===== config.mk =====
export PLATFORM = sky130hd
export DESIGN_NAME = psg_stereo_mixer_flat
export DESIGN_NICKNAME = d
export VERILOG_FILES = /design/src/rtl/psg_stereo_mixer_if.sv /design/src/rtl/psg_stereo_mixer.sv /design/src/flat_wrapper.sv
export SDC_FILE = /design/constraint.sdc
export NUM_CORES = 1
export LEC_CHECK = 0
export BUFFER_PORTS_ARGS = -buffer_cell sky130_fd_sc_hd__buf_4
export CAP_MARGIN = 25
export CELL_PAD_IN_SITES_DETAIL_PLACEMENT = 0
export CELL_PAD_IN_SITES_GLOBAL_PLACEMENT = 1
export CORE_MARGIN = 8
export CORE_UTILIZATION = 43
export CTS_BUF_LIST = sky130_fd_sc_hd__clkbuf_8
export DETAILED_ROUTE_END_ITERATION = 10
export HOLD_SLACK_MARGIN = 0.03
export PLACE_DENSITY_LB_ADDON = 0.05
export SYNTH_ARGS = -nofsm -noshare
export SYNTH_HDL_FRONTEND = slang
export SYNTH_SLANG_ARGS = --single-unit
export TNS_END_PERCENT = 10

===== constraint.sdc =====
create_clock -name clk -period 6.7 [get_ports clk]
set_clock_uncertainty 0.2 [all_clocks]
set_input_delay 0.67 -clock clk [delete_from_list [all_inputs] [get_ports clk]]
set_output_delay 0.67 -clock clk [all_outputs]
set_load 0.02 [all_outputs]

===== src/rtl/psg_stereo_mixer_if.sv =====
// rtl/psg_stereo_mixer_if.sv - stereo PCM output stream between the mixer and the audio serialiser
interface psg_stereo_mixer_if;
    logic [15:0] out_l;
    logic [15:0] out_r;
    logic        out_valid;
    logic        out_ready;

    modport master (output out_l, output out_r, output out_valid, input out_ready);
    modport slave  (input out_l, input out_r, input out_valid, output out_ready);
endinterface


===== src/rtl/psg_stereo_mixer.sv =====
// rtl/psg_stereo_mixer.sv - PSG A/B/C pan mixer on one shared multiplier, signed 16-bit stereo out
// Optional DC blocker stage enabled by defining PSG_DCFILT_EN.
module psg_stereo_mixer #(
    parameter int DAC_BITS = 8,
    parameter int DC_SHIFT = 8
) (
    input  logic                clk,
    input  logic                rst,
    input  logic                clk_en_i,
    input  logic                sample_i,
    input  logic [DAC_BITS-1:0] a_i,
    input  logic [DAC_BITS-1:0] b_i,
    input  logic [DAC_BITS-1:0] c_i,
    input  logic [7:0]          gain_al_i,
    input  logic [7:0]          gain_ar_i,
    input  logic [7:0]          gain_bl_i,
    input  logic [7:0]          gain_br_i,
    input  logic [7:0]          gain_cl_i,
    input  logic [7:0]          gain_cr_i,
    output logic                overrun_o,
    psg_stereo_mixer_if.master  out_if
);
    localparam int PROD_W = DAC_BITS + 8;
    localparam int ACC_W  = DAC_BITS + 10;

    if (DAC_BITS < 8 || DAC_BITS > 14 || DC_SHIFT < 4 || DC_SHIFT > 12) begin : g_bad_cfg
        $error("psg_stereo_mixer: parameter out of range");
    end

`ifdef PSG_DCFILT_EN
    typedef enum logic [2:0] {S_IDLE, S_MAC, S_FMT, S_DCF, S_OUT} state_t;
`else
    typedef enum logic [2:0] {S_IDLE, S_MAC, S_FMT, S_OUT} state_t;
`endif

    state_t              state_q;
    logic [2:0]          step_q;
    logic [DAC_BITS-1:0] a_q, b_q, c_q;
    // Gain slots are stored in MAC order: al, bl, cl, ar, br, cr.
    logic [7:0]          gain_q [6];
    logic [ACC_W-1:0]    acc_l_q, acc_r_q;
    logic [15:0]         out_l_q, out_r_q;
    logic                out_valid_q;
    logic                overrun_q;

    logic                strobe;
    logic [DAC_BITS-1:0] dac_sel;
    logic [PROD_W-1:0]   prod_d;
    logic [15:0]         pcm_l_d, pcm_r_d;

    assign strobe = sample_i & clk_en_i;

    always_comb begin
        dac_sel = c_q;
        case (step_q)
            3'd0, 3'd3: dac_sel = a_q;
            3'd1, 3'd4: dac_sel = b_q;
            default:    dac_sel = c_q;
        endcase
        prod_d  = {8'b0, dac_sel} * {{DAC_BITS{1'b0}}, gain_q[step_q]};
        pcm_l_d = acc_l_q[ACC_W-1 -: 16] ^ 16'h8000;
        pcm_r_d = acc_r_q[ACC_W-1 -: 16] ^ 16'h8000;
    end

`ifdef PSG_DCFILT_EN
    logic [15:0]        fmt_l_q, fmt_r_q;
    logic signed [17:0] xp_l_q, yp_l_q, xp_r_q, yp_r_q;
    logic signed [17:0] x_l, x_r, y_l, y_r;
    logic [15:0]        sat_l, sat_r;

    function automatic logic [15:0] sat16(input logic signed [17:0] y);
        if (y > 18'sd32767)
            return 16'h7FFF;
        else if (y < -18'sd32768)
            return 16'h8000;
        else
            return y[15:0];
    endfunction

    always_comb begin
        x_l   = $signed({{2{fmt_l_q[15]}}, fmt_l_q});
        x_r   = $signed({{2{fmt_r_q[15]}}, fmt_r_q});
        y_l   = x_l - xp_l_q + yp_l_q - (yp_l_q >>> DC_SHIFT);
        y_r   = x_r - xp_r_q + yp_r_q - (yp_r_q >>> DC_SHIFT);
        sat_l = sat16(y_l);
        sat_r = sat16(y_r);
    end
`endif

    always_ff @(posedge clk) begin
        if (rst) begin
            state_q     <= S_IDLE;
            step_q      <= 3'd0;
            a_q         <= '0;
            b_q         <= '0;
            c_q         <= '0;
            for (int i = 0; i < 6; i++) gain_q[i] <= 8'd0;
            acc_l_q     <= '0;
            acc_r_q     <= '0;
            out_l_q     <= 16'd0;
            out_r_q     <= 16'd0;
            out_valid_q <= 1'b0;
            overrun_q   <= 1'b0;
`ifdef PSG_DCFILT_EN
            fmt_l_q     <= 16'd0;
            fmt_r_q     <= 16'd0;
            xp_l_q      <= '0;
            yp_l_q      <= '0;
            xp_r_q      <= '0;
            yp_r_q      <= '0;
`endif
        end else begin
            overrun_q <= strobe && (state_q != S_IDLE);
            case (state_q)
                S_IDLE: if (strobe) begin
                    a_q       <= a_i;
                    b_q       <= b_i;
                    c_q       <= c_i;
                    gain_q[0] <= gain_al_i;
                    gain_q[1] <= gain_bl_i;
                    gain_q[2] <= gain_cl_i;
                    gain_q[3] <= gain_ar_i;
                    gain_q[4] <= gain_br_i;
                    gain_q[5] <= gain_cr_i;
                    acc_l_q   <= '0;
                    acc_r_q   <= '0;
                    step_q    <= 3'd0;
                    state_q   <= S_MAC;
                end
                S_MAC: begin
                    if (step_q < 3'd3) acc_l_q <= acc_l_q + {2'b0, prod_d};
                    else               acc_r_q <= acc_r_q + {2'b0, prod_d};
                    step_q <= step_q + 3'd1;
                    if (step_q == 3'd5) state_q <= S_FMT;
                end
`ifdef PSG_DCFILT_EN
                S_FMT: begin
                    fmt_l_q <= pcm_l_d;
                    fmt_r_q <= pcm_r_d;
                    state_q <= S_DCF;
                end
                S_DCF: begin
                    out_l_q     <= sat_l;
                    out_r_q     <= sat_r;
                    xp_l_q      <= x_l;
                    xp_r_q      <= x_r;
                    yp_l_q      <= $signed({{2{sat_l[15]}}, sat_l});
                    yp_r_q      <= $signed({{2{sat_r[15]}}, sat_r});
                    out_valid_q <= 1'b1;
                    state_q     <= S_OUT;
                end
`else
                S_FMT: begin
                    out_l_q     <= pcm_l_d;
                    out_r_q     <= pcm_r_d;
                    out_valid_q <= 1'b1;
                    state_q     <= S_OUT;
                end
`endif
                S_OUT: if (out_if.out_ready) begin
                    out_valid_q <= 1'b0;
                    state_q     <= S_IDLE;
                end
                default: state_q <= S_IDLE;
            endcase
        end
    end

    assign out_if.out_l     = out_l_q;
    assign out_if.out_r     = out_r_q;
    assign out_if.out_valid = out_valid_q;
    assign overrun_o        = overrun_q;
endmodule


===== src/flat_wrapper.sv =====
// flat-port wrapper written by rule: the top's interface ports become plain ports
module psg_stereo_mixer_flat 
#(
    parameter int DAC_BITS = 8,
    parameter int DC_SHIFT = 8
)
  (clk, rst, clk_en_i, sample_i, a_i, b_i, c_i, gain_al_i, gain_ar_i, gain_bl_i, gain_br_i, gain_cl_i, gain_cr_i, overrun_o, out_if_out_l, out_if_out_r, out_if_out_valid, out_if_out_ready);
  psg_stereo_mixer_if out_if_i ();
  input  logic clk;
  input  logic rst;
  input  logic clk_en_i;
  input  logic sample_i;
  input  logic [DAC_BITS-1:0] a_i;
  input  logic [DAC_BITS-1:0] b_i;
  input  logic [DAC_BITS-1:0] c_i;
  input  logic [7:0] gain_al_i;
  input  logic [7:0] gain_ar_i;
  input  logic [7:0] gain_bl_i;
  input  logic [7:0] gain_br_i;
  input  logic [7:0] gain_cl_i;
  input  logic [7:0] gain_cr_i;
  output logic overrun_o;
  output wire logic [$bits(out_if_i.out_l)-1:0] out_if_out_l;
  output wire logic [$bits(out_if_i.out_r)-1:0] out_if_out_r;
  output wire logic [$bits(out_if_i.out_valid)-1:0] out_if_out_valid;
  input wire logic [$bits(out_if_i.out_ready)-1:0] out_if_out_ready;
  assign out_if_out_l = out_if_i.out_l;
  assign out_if_out_r = out_if_i.out_r;
  assign out_if_out_valid = out_if_i.out_valid;
  assign out_if_i.out_ready = out_if_out_ready;
  psg_stereo_mixer #(.DAC_BITS(DAC_BITS), .DC_SHIFT(DC_SHIFT)) u_core (.clk(clk), .rst(rst), .clk_en_i(clk_en_i), .sample_i(sample_i), .a_i(a_i), .b_i(b_i), .c_i(c_i), .gain_al_i(gain_al_i), .gain_ar_i(gain_ar_i), .gain_bl_i(gain_bl_i), .gain_br_i(gain_br_i), .gain_cl_i(gain_cl_i), .gain_cr_i(gain_cr_i), .overrun_o(overrun_o), .out_if(out_if_i));
endmodule

---- Word level (Yosys, flattened, before mapping) ----
Memory sizes are Yosys's and may differ from the RTL's. A register that Yosys moved wholly into a read port is not among the register bits.
Cells that the tools add are included.
operators by class
  multipliers ............................. 1
  magnitude comparators ................... 1
  $add $sub $neg .......................... 3
  reduce and logical (&&, ||, !) cells .... 14
  eq/ne operators ......................... 12
  bitwise gates (word level) .............. 9
  multiplexer cells ....................... 28
operators by type and width
  cell                   count
  $pmux W18 S2           2
  $mux W18               3
  $mux W8                6
  $add A18 B16 Y18       2
  $mux W3                6
  $mul A8 B8 Y16         1
  $pmux W8 S2            1
  $pmux W3 S4            1
  $eq A3 B2 Y1 const B   3
  $reduce_and A3 Y1      3
  $mux W1                7
  $eq A3 B1 Y1 const B   2
  $eq A3 B3 Y1 const B   2
  $logic_not A3 Y1       2
  $ne A2 B1 Y1 const B   3
  $or A1 B1 Y1           6
  $pmux W3 S2            1
  $reduce_and A2 Y1      3
  $ne A2 B2 Y1 const B   2
  $reduce_bool A2 Y1     2
  $reduce_or A2 Y1       2
  $add A3 B1 Y3 const B  1
  $lt A3 B2 Y1 const B   1
  $reduce_bool A3 Y1     1
  4 further kinds        5
word-level totals
  word-level logic and storage cells ...... 80
  register bits after elaboration ......... 100
  bits in writable memories ............... 48
  input bits .............................. 77
  output and inout bits ................... 34
  memories ................................ 1
memory list
  memory         words  bits a word  rd ports  clocked after memory_dff  wr ports  RTL line                source
  u_core.gain_q  6      8            1         1                         6         psg_stereo_mixer.sv:40  logic [7:0] gain_q [6];

---- Logic depth before layout (Yosys ltp) ----
Gate-level depths: netlist (run 1).
  word-level depth ........................ 7
  gate-level depth with buffers ........... 31
  mapped depth without buffers ............ 31

---- Worst setup path after synthesis (run 1) ----
No wires, ideal clock.
  kind .................................... flip-flop to flip-flop
  start point ............................. reg (tool-made name)
  end point ............................... reg u_core.acc_r_q[16]
  stages on the path, launching flop included .. 27
  path slack .............................. -0.304 ns
  data arrival time ....................... 6.681 ns
  period minus slack after synthesis ...... 7.004 ns
  path buffers ............................ 2
  data required time ...................... 6.377 ns
  library setup time ...................... 0.123 ns
  cells stage by stage .................... dfxtp_1 -> buf_2 -> buf_2 -> mux4_2 -> o21ai_1 -> or2_2 -> fa_1 -> fa_1 -> inv_1 -> fa_1 -> inv_1 -> fa_1 -> inv_1 -> ha_1 -> o21ai_0 -> o21bai_1 -> a21oi_1 -> o21bai_1 -> a311o_1 -> a21oi_1 -> xnor2_1 -> ha_1 -> a21o_1 -> o21bai_1 -> a211o_1 -> o211ai_2 -> mux2_1
RTL lines
  element                 RTL line                 source
  end signal: assignment  psg_stereo_mixer.sv:132  else acc_r_q <= acc_r_q + {2'b0, prod_d};
  end: declaration        psg_stereo_mixer.sv:41   logic [ACC_W-1:0] acc_l_q, acc_r_q;

---- Final worst setup path (run 1) ----
  start point ............................. reg u_core.step_q[0]
  end point ............................... reg u_core.acc_r_q[15]
on the way
  longest elaborated chain between the ends .. 7
  elaborated cells between the ends (all ways) .. 14
  those cells by class .................... add/sub: 1; mul: 1; order compare: 1; eq/ne: 4; mux: 3; reduce/logical: 4
ends and longest elaborated chain
  element                                     RTL line                 source
  start: declaration                          psg_stereo_mixer.sv:37   logic [2:0] step_q;
  start signal: assignment                    psg_stereo_mixer.sv:133  step_q <= step_q + 3'd1;
  $eq A3 B1 Y1, or another cell as far along  psg_stereo_mixer.sv:55   case (step_q)
  $reduce_or A2 Y1                            psg_stereo_mixer.sv:55
  $pmux W8 S2                                 psg_stereo_mixer.sv:55
  $mul A8 B8 Y16                              psg_stereo_mixer.sv:60   prod_d = {8'b0, dac_sel} * {{DAC_BITS{1'b0}}, gain_q[step_q]};
  $add A18 B16 Y18                            psg_stereo_mixer.sv:132
  $mux W18                                    psg_stereo_mixer.sv:131  if (step_q < 3'd3) acc_l_q <= acc_l_q + {2'b0, prod_d};
  $pmux W18 S2                                psg_stereo_mixer.sv:114  case (state_q)
Parallel ways exist; a longest one is shown, timed or not. The select of a mux whose other input is x is not followed.
A chain may end at the register's enable or synchronous reset.

==> impl_metrics.ini, run 1 <==
[status]
outcome = finished, final reports clean

[power_and_ir_drop]
p_clk_share_pct = 22.8
internal-power_mw = 1.97
switching_share_pct = 37.0
power_density_nw_per_um2 = 254
p_sw_mw = 1.16
combPwrFrac_pct = 42.7
leakagePower_nw = 5.49
seqPwrFrac_pct = 34.5
ir_drop_mv = 0.170
power_mw = 3.12

[yosys]
synth_edf_count = 48
synthArstFlopShare_pct = 0
synth_xor_area_share_pct = 3.03
yosys.area_share.adder_pct = 18.5
synth_top_family_by_area = adder cells
synth_fp_nets = 1137
yosysWarnings = 0
syn_area_um2 = 9260
netlist_instances = 946
synthDistinctLibCells = 59
synth_mux_area_share_pct = 6.85
avgSynthCellArea_um2 = 9.79
synth_seq_cells = 150
synth_compound_area_share_pct = 14.8
synth_simple_gate_area_share_pct = 15.1
ys.flop_type = dfxtp_1
ys_seq_area_share_pct = 37.6

[worst_hold_path]
hold_path_depth = 2
min_to = u_core.c_q[5]
hold_start = c_i[5]
hold_class = in -> reg

[place]
port-buffer-count = 110
hpwl_mm = 17.6
dp_slack_ns = -0.225
routabilityCongestion = 0.838

[critical_path]
r2r_slack_ns = 0.11
critPathMaxStageDelay_ns = 0.55
regToRegEndpoint = u_core.acc_r_q[15]
cp-start-kind = register
cpMostUsedCell = fa_1
cp.arrival_ns = 6.75
crit_type = reg -> reg
worstPathRequired_ns = 6.86
worstReg2RegStart = u_core.step_q[0]
cp_slowest_cell = fa_1
cp_max_fo = 8
reg2reg_depth = 28
end_kind = register

[final_layout]
fillers = 1927
multi_input_area_um2 = 5950
drive_above_1_share_pct = 32.1
fin_nets = 1355
n_antenna_cell = 0
seqCellArea_um2 = 3490
area_delta_synth_final_pct = 32.5

[detailed_routing]
post-route-drc-count = 0
routed_wl_mm = 22.8
first_iter_violations = 294
first_pass_iters = 5
vias = 7367
viasPerCell = 5.07
ant_nets = 0
wl_per_cell_um = 15.7

[cts]
clkTransAtPathRegs_ns = 0.10
holdBufCountCts = 0
cts_tree = done
cts_buffer_depth = 2
numClockSinks = 150
root_buffer = clkbuf_8
htree_levels = 4
clock_latency_ns = 0.46
cts_buffers = 17

[die]
dieHeight_um = 163
rows = 53
die_area_um2 = 26500
top_level_ports = 111
die_w_um = 163
core_region_area_um2 = 21100
start_util_pct = 43.9

[sta]
period_needed_ns = 6.59
slew_violations = 0
hold_violations = 0
finalSetupViolCount = 0
rsz0062_at_grt = yes
fmax_mhz = 152
fin_crit_sh_pct = 98.4
max_slew_margin_pct = 44.7
fin_ws_ns = 0.110
worst_pin_slew_ns = 0.827
hold_slack_ns = 0.215

[global_routing]
antenna_found_initial = 0
grt_overflow = 0
grt_pass1_wl_mm = 37.2
grt_pass1_vias = 7524
track_usage_pct = 17.3
grt_max_degree = 73

[run]
maxCapViolCount = 0
-- registers in the layout (all words and copies together), names as in the netlist, named ones only --
| register | cells |
|---|---|
| u_core.out_if.out_l | 16 |
| u_core.out_if.out_r | 16 |
| u_core.state_q | 2 |
| u_core.overrun_o | 1 |
| u_core.c_q | 8 |
| u_core.acc_l_q | 18 |
| u_core.out_if.out_valid | 1 |
| u_core.b_q | 8 |
| u_core.a_q | 8 |
| u_core.acc_r_q | 18 |
| u_core.gain_q | 48 |
| u_core.step_q | 3 |
-- layer usage --
metal | GRT usage [%] | vias up | share of wire (%)
li1 | - | 3746 | -
met1 | 21.2 | 3467 | 45
met2 | 29.1 | 130 | 49
met3 | 3.61 | 24 | 3.8
met4 | 6.80 | 0 | 1.9
met5 | 0 | - | 0
-- worst max path at each step --
| stage | startpoint | end | slack, ns | depth (start not counted) |
|---|---|---|---|---|
| final | u_core.step_q[0] | u_core.acc_r_q[15] | 0.11 | 28 |
| after global placement | u_core.step_q[0] | u_core.acc_l_q[15] | -0.19 | 28 |
| after global routing | u_core.step_q[0] | u_core.acc_r_q[15] | -0.12 | 28 |
| after detailed placement | u_core.step_q[0] | u_core.acc_r_q[16] | -0.22 | 28 |
| after floorplan | u_core.step_q[0] | u_core.acc_r_q[16] | 0.006 | 28 |
| after CTS | register | u_core.acc_l_q[15] | -0.03 | 24 |
-- kinds of logic after synthesis --
kind of cell | count (synthesis)
xor+xnor | 32
fa+ha+maj | 114
compound gates | 201
mux | 53
simple gates | 294
buf+inv | 102
flops | 150
-- power by group through the flow --
stage	Clock (mW)	Combinational, mW	Sequential [mW]
6_report	0.713	1.33	1.08
5_1_grt	0.769	1.47	1.09
4_1_cts	0.738	1.25	1.07
3_5_place_dp	0	1.21	1.09
3_3_place_gp	0	1.21	1.09
2_1_floorplan	0	0.737	1.09
-- synth_stat cells (all sizes together) (7+ instances only) --
master | count | area [um^2]
a211oi | 7 | 52.6
a21o | 12 | 90.1
a21oi | 48 | 240
a22o | 39 | 342
a22oi | 13 | 97.6
and2 | 53 | 332
clkbuf | 23 | 86.3
dfxtp | 102 | 2040
edfxtp | 48 | 1440
fa | 38 | 761
ha | 76 | 951
inv | 75 | 282
mux2i | 42 | 420
mux4 | 8 | 180
nand2 | 52 | 195
nand2b | 11 | 71.3
nor2 | 125 | 469
nor2b | 7 | 43.8
o21ai | 39 | 195
or2 | 17 | 106
xnor2 | 22 | 193
xor2 | 10 | 87.6
-- metrics by stage --
step	std cells	utilization, %	TNS (ns)	instance area [um^2]
2_1_floorplan	946	-	0	9330
3_3_place_gp	1408	53.3	-0.870	11200
3_5_place_dp	1408	53.3	-1.40	11200
4_1_cts	1440	55.9	-0.0573	11800
5_1_grt	1452	58.2	-0.413	12300
6_report	1452	58.2	0	12300
-- worst max-delay path, delay by kind of cell (launching register included) --
kind / cells / cell delay (ns)
XOR/XNOR: 2 / 0.36
AO/OA/AOI/OAI: 6 / 1.03
adder cells (fa/ha/maj): 7 / 2.54
multiplexers: 1 / 0.33
AND/OR/NAND/NOR: 7 / 1.25
flip-flops: 1 / 0.41
buffers and inverters: 5 / 0.37
-- cell type report --
type                       count  share of cell area (%)
timing repair buffer         226                    14.7
tap                          275                    2.80
clock inverter                15                    1.26
sequential                   150                    28.5
inverter                      75                    2.33
clock buffer                  17                    1.91
multi-input combinational    694                    48.5
-- cells in the final DEF, fill, tap and decap left out, types with 5 or more instances in the layout --
cell / Yosys / final
dfxtp_1: 102 / 98
o21ai_0: 21 / 10
a22o_1: 39 / 39
or2_2: 17 / 11
inv_1: 75 / 67
nor2b_1: 7 / 7
a22oi_2: 0 / 8
o21ai_4: 0 / 5
a21oi_2: 0 / 9
nor2_1: 125 / 121
xor2_1: 10 / 8
ha_1: 76 / 58
or2_4: 0 / 6
o21ai_1: 18 / 16
buf_6: 0 / 10
o21ai_2: 0 / 8
mux4_2: 8 / 8
buf_4: 0 / 210
fa_1: 38 / 36
buf_12: 0 / 6
a21o_1: 12 / 11
xnor2_1: 22 / 20
a22oi_1: 13 / 5
and2_1: 53 / 53
clkbuf_8: 0 / 17
inv_8: 0 / 5
inv_6: 0 / 6
ha_4: 0 / 15
nand2b_1: 10 / 10
edfxtp_1: 48 / 48
inv_2: 0 / 5
a21oi_1: 48 / 37
mux2i_1: 42 / 41
nand2_1: 52 / 49
-- what timing repair did --
item | 4_1_cts | 5_1_grt
resized for setup | 39 | 82
pin swaps | 17 | 71
buffers inserted | 0 | 12
setup endpoints to repair | 10 | 15
Note: power is estimated with default switching activity, not from simulation.
==> run 2: changes to the inputs <==
--- a/config.mk
+++ b/config.mk
@@ -10,7 +10,7 @@
 export CELL_PAD_IN_SITES_DETAIL_PLACEMENT = 0
 export CELL_PAD_IN_SITES_GLOBAL_PLACEMENT = 1
 export CORE_MARGIN = 8
-export CORE_UTILIZATION = 43
+export CORE_UTILIZATION = 35
 export CTS_BUF_LIST = sky130_fd_sc_hd__clkbuf_8
 export DETAILED_ROUTE_END_ITERATION = 10
 export HOLD_SLACK_MARGIN = 0.03
==> impl_metrics.ini, run 2 (synthesized netlist as in run 1, its figures left out) <==
[place]
dp.cells = 1477
hpwl_mm = 19.3
port-buffer-count = 110
routabilityCongestion = 0.841

[worst_hold_path]
hold_class = in -> reg

[die]
start_util_pct = 35.6
rows = 59
die_w_um = 179
die_area_um2 = 31900
dieHeight_um = 179
core_region_area_um2 = 26100
top_level_ports = 111

[critical_path]
end_kind = register
critPathMaxStageDelay_ns = 0.58
crit_type = reg -> reg
regToRegEndpoint = u_core.acc_r_q[16]
worstReg2RegStart = u_core.step_q[0]
cp_slowest_cell = fa_1
crit_start = u_core.step_q[0]
worstPathRequired_ns = 6.84
cp_max_fo = 8
reg2reg_depth = 29
setup.worst_path.end = u_core.acc_r_q[16]
cp-start-kind = register
cpMostUsedCell = fa_1
r2r_slack_ns = 0.04
cp.arrival_ns = 6.80

[global_routing]
track_usage_pct = 16.0
met1_usage_pct = 20.6
grt_pass1_wl_mm = 40.4
met3_usage_pct = 3.48
grt_overflow = 0
grtUsageMet2_pct = 26.2
grt_pass1_vias = 7658
top_usage_layer = met2
antenna_found_initial = 0
grt_max_degree = 73

[detailed_routing]
wl_per_cell_um = 16.3
first_iter_violations = 310
routed_wl_mm = 24.9
ant_nets = 0
post-route-drc-count = 0
first_pass_iters = 4
vias = 7382
viasPerCell = 4.84

[final_layout]
drive_above_1_share_pct = 32.6
final_common_cell = buf_4
fin_nets = 1367
largest_register_ffs = 48
final_cells = 1524
final_core_util_pct = 47.6
top_register = u_core.gain_q
largestRegisters = u_core.gain_q x48, u_core.acc_l_q x18, u_core.acc_r_q x18
n_antenna_cell = 0
final_cell_mix = 226 x buf_4, 123 x nor2_1, 100 x dfxtp_1
area_delta_synth_final_pct = 34.0

[cts]
holdBufCountCts = 0
numClockSinks = 150
cts_buffer_depth = 2
clock_latency_ns = 0.46
cts_tree = done
root_buffer = clkbuf_8
htree_levels = 4
cts_buffers = 17
clkTransAtPathRegs_ns = 0.10

[power_and_ir_drop]
power_mw = 3.17
power_density_nw_per_um2 = 255
leakagePower_nw = 5.59
ir_drop_mv = 0.126

[run]
maxCapViolCount = 0

[sta]
rsz0062_at_grt = yes
worst_pin_slew_ns = 0.926
finalSetupViolCount = 0
fmax_mhz = 150
max_slew_margin_pct = 38.1
hold_violations = 0
hold_slack_ns = 0.223
period_needed_ns = 6.66
slew_violations = 0
fin_crit_sh_pct = 99.4

[status]
outcome = finished, final reports clean
## run 2: changes by cell type in the layout (fill, tap and decap cells not counted), moves of 3 or more
cell | previous run | this run
buf_4 | 210 | 226
buf_6 | 10 | 4
nand2_1 | 49 | 44
ha_4 | 15 | 11
clkinvlp_4 | 0 | 3
ha_1 | 58 | 61
inv_8 | 5 | 2
nand2_2 | 3 | 6
o21ai_1 | 16 | 13
## run 2: worst min path at each step
| stage | cells after the start | end | slack (ns) | startpoint |
|---|---|---|---|---|
| 3_5_place_dp | 1 | u_core.b_q[5] | 0.27 | u_core.b_q[5] |
| 6_report | 2 | u_core.a_q[0] | 0.22 | a_i[0] |
| 3_3_place_gp | 2 | u_core.out_if.out_valid | 0.27 | u_core.out_if.out_valid |
| 2_1_floorplan | 2 | u_core.acc_l_q[4] | 0.25 | u_core.acc_l_q[4] |
| 5_1_grt | 2 | u_core.a_q[0] | 0.18 | a_i[0] |
| 4_1_cts | 2 | u_core.a_q[1] | 0.17 | a_i[1] |
## run 2: routing by layer
layer / vias up / wire length (um) / share of wire, %
met5: - / 0 / 0
met2: 128 / 11400 / 46
met1: 3453 / 12000 / 48
li1: 3780 / - / -
met3: 21 / 954 / 3.8
met4: 0 / 528 / 2.1
## run 2: report_power, final
group / switching, mW / internal, mW / total, mW
Clock: 0.415 / 0.304 / 0.719
Sequential: 0.0475 / 1.03 / 1.08
Combinational: 0.727 / 0.648 / 1.38
Total: 1.19 / 1.98 / 3.17
## run 2: area by class of cell
type	instances	area (um^2)
Fill cell	2519	13600
Multi-Input combinational cell	694	5930
Sequential cell	150	3490
Timing Repair Buffer	238	1910
Tap cell	335	419
Inverter	75	287
Clock buffer	17	234
Clock inverter	15	144
## run 2: metrics by stage
stage               setup WS [ns]  setup TNS (ns)  cell area, um^2
CTS                      0.000815               0            12100
global placement           -0.244           -1.31            11400
global route               -0.211           -1.40            12400
detailed placement         -0.309           -1.98            11400
finish                     0.0399               0            12400
floorplan                 0.00585               0             9330
## run 2: critical path: cells and delay by family, from the launching register on
kind            cells  cell delay [ns]
flops               1             0.40
fa+ha+maj           7             2.69
simple gates        2             0.23
xor+xnor            1             0.16
compound gates     12             1.93
mux                 2             0.63
buf+inv             5             0.31
## run 2: timing repair
item	in CTS	in global routing
setup buffers	7	7
resized for setup	55	62
endpoints found under the setup margin	11	11
pin swaps	29	52
endpoints found under the hold margin	0	0
cloned	1	0
==> run 3: changes to the inputs <==
--- a/config.mk
+++ b/config.mk
@@ -14,7 +14,7 @@
 export CTS_BUF_LIST = sky130_fd_sc_hd__clkbuf_8
 export DETAILED_ROUTE_END_ITERATION = 10
 export HOLD_SLACK_MARGIN = 0.03
-export PLACE_DENSITY_LB_ADDON = 0.05
+export PLACE_DENSITY_LB_ADDON = 0.1
 export SYNTH_ARGS = -nofsm -noshare
 export SYNTH_HDL_FRONTEND = slang
 export SYNTH_SLANG_ARGS = --single-unit
==> impl_metrics.ini, run 3 (synthesized netlist as in run 1, its figures left out) <==
[status]
outcome = finished, final reports clean

[place]
routabilityCongestion = 0.856
hpwl_mm = 19.0
port-buffer-count = 110
dp.cells = 1475

[detailed_routing]
viasPerCell = 4.83
routed_wl_mm = 24.3
first_iter_violations = 371
first_pass_iters = 5
wl_per_cell_um = 16.0
post-route-drc-count = 0
ant_nets = 0
vias = 7375

[critical_path]
worstReg2RegStart = u_core.step_q[1]
critPathMaxStageDelay_ns = 0.53
reg2reg_depth = 29
end_kind = register
cp.arrival_ns = 6.79
cp-start-kind = register
cpMostUsedCell = fa_1
r2r_slack_ns = 0.05
crit_type = reg -> reg
cp_max_fo = 7
cp_slowest_cell = fa_1
worstPathRequired_ns = 6.84
regToRegEndpoint = u_core.acc_r_q[15]

[cts]
htree_levels = 4
cts_buffers = 17
cts_buffer_depth = 2
cts_tree = done
numClockSinks = 150
root_buffer = clkbuf_8
clkTransAtPathRegs_ns = 0.10
clock_latency_ns = 0.46
holdBufCountCts = 0

[global_routing]
top_usage_layer = met2
met1_usage_pct = 20.3
met3_usage_pct = 3.64
grt_max_degree = 73
track_usage_pct = 15.5
antenna_found_initial = 0
grt_pass1_wl_mm = 39.1
grt_pass1_vias = 7438
grtUsageMet2_pct = 24.9
grt_overflow = 0

[sta]
rsz0062_at_grt = yes
hold_slack_ns = 0.218
worst_pin_slew_ns = 0.825
finalSetupViolCount = 0
fmax_mhz = 150
slew_violations = 0
fin_crit_sh_pct = 99.2
hold_violations = 0
max_slew_margin_pct = 44.8
period_needed_ns = 6.65

[run]
maxCapViolCount = 0

[worst_hold_path]
hold_class = in -> reg
hold_path_depth = 2
min_to = u_core.a_q[3]
hold_start = a_i[3]

[power_and_ir_drop]
ir_drop_mv = 0.121
leakagePower_nw = 5.55
power_density_nw_per_um2 = 255

[final_layout]
area_delta_synth_final_pct = 33.0
fin_nets = 1369
n_antenna_cell = 0
final_cell_mix = 227 x buf_4, 122 x nor2_1, 98 x dfxtp_1
drive_above_1_share_pct = 32.6
largestRegisters = u_core.gain_q x48, u_core.acc_l_q x18, u_core.acc_r_q x18
final_core_util_pct = 47.3
fillers = 2489
final_cells = 1526
top_register = u_core.gain_q
largest_register_ffs = 48
final_common_cell = buf_4

[die]
dieHeight_um = 179
top_level_ports = 111
core_region_area_um2 = 26100
die_w_um = 179
start_util_pct = 35.6
rows = 59
die_area_um2 = 31900
==> run 3: changes by cell type in the layout (fill, tap and decap cells not counted), moves of 3 or more <==
| cell | delta |
|---|---|
| buf_12 | -3 |
| buf_6 | +4 |
| inv_2 | +3 |
| nand2_1 | +3 |
| o21ai_0 | +3 |
==> run 3: worst max-delay path by stage <==
stage,start,to,slack (ns),cells after the start
finish,u_core.step_q[1],u_core.acc_r_q[15],0.05,29
global placement,u_core.step_q[0],u_core.acc_r_q[16],-0.11,28
floorplan,u_core.step_q[0],u_core.acc_r_q[16],0.006,28
global route,u_core.step_q[0],u_core.acc_r_q[15],-0.20,29
CTS,u_core.step_q[1],u_core.acc_r_q[15],-0.04,28
detailed placement,u_core.step_q[0],u_core.acc_r_q[16],-0.25,28
==> run 3: metrics by stage <==
step           area (um^2)  setup TNS, ns  setup slack (ns)  total power [mW]
2_1_floorplan         9330              0           0.00585              1.82
3_3_place_gp         11300         -0.213            -0.114              2.33
3_5_place_dp         11400         -0.854            -0.252              2.34
4_1_cts              11900        -0.0356           -0.0356              3.09
5_1_grt              12300          -1.10            -0.196              3.36
6_report             12300              0            0.0516              3.14
==> run 3: where the power goes <==
group | switching, mW | internal, mW | total (mW)
registers | 0.0467 | 1.03 | 1.08
logic | 0.716 | 0.641 | 1.36
clock network | 0.408 | 0.302 | 0.710
total | 1.17 | 1.97 | 3.14
==> run 3: worst max-delay path: cells and delay by family (launching register included) <==
kind            cells  cell delay, ns
buf+inv             5            0.53
flops               1            0.38
fa+ha+maj           8            2.64
simple gates        6            1.16
xor+xnor            2            0.28
compound gates      8            1.34
==> run 3: repair_timing <==
action,in CTS,in global routing
endpoints found under the hold margin,0,0
endpoints found under the setup margin,9,14
setup buffers,3,16
resized for setup,26,87
pin swaps,12,60
==> run 3: layout make-up <==
cell class | count | area [um^2] | area share [%]
clock inverters | 15 | 144 | 1.17
repair buffers | 240 | 1890 | 15.3
flip-flops and latches | 150 | 3490 | 28.3
multi-input cells | 694 | 5860 | 47.6
well taps | 335 | 419 | 3.40
inverters | 75 | 284 | 2.30
clock buffers | 17 | 234 | 1.90
==> run 3: routing by layer <==
metal / vias up / wire length [um]
li1: 3785 / -
met3: 20 / 1060
met4: 0 / 401
met2: 121 / 11400
met1: 3449 / 11500
met5: - / 0
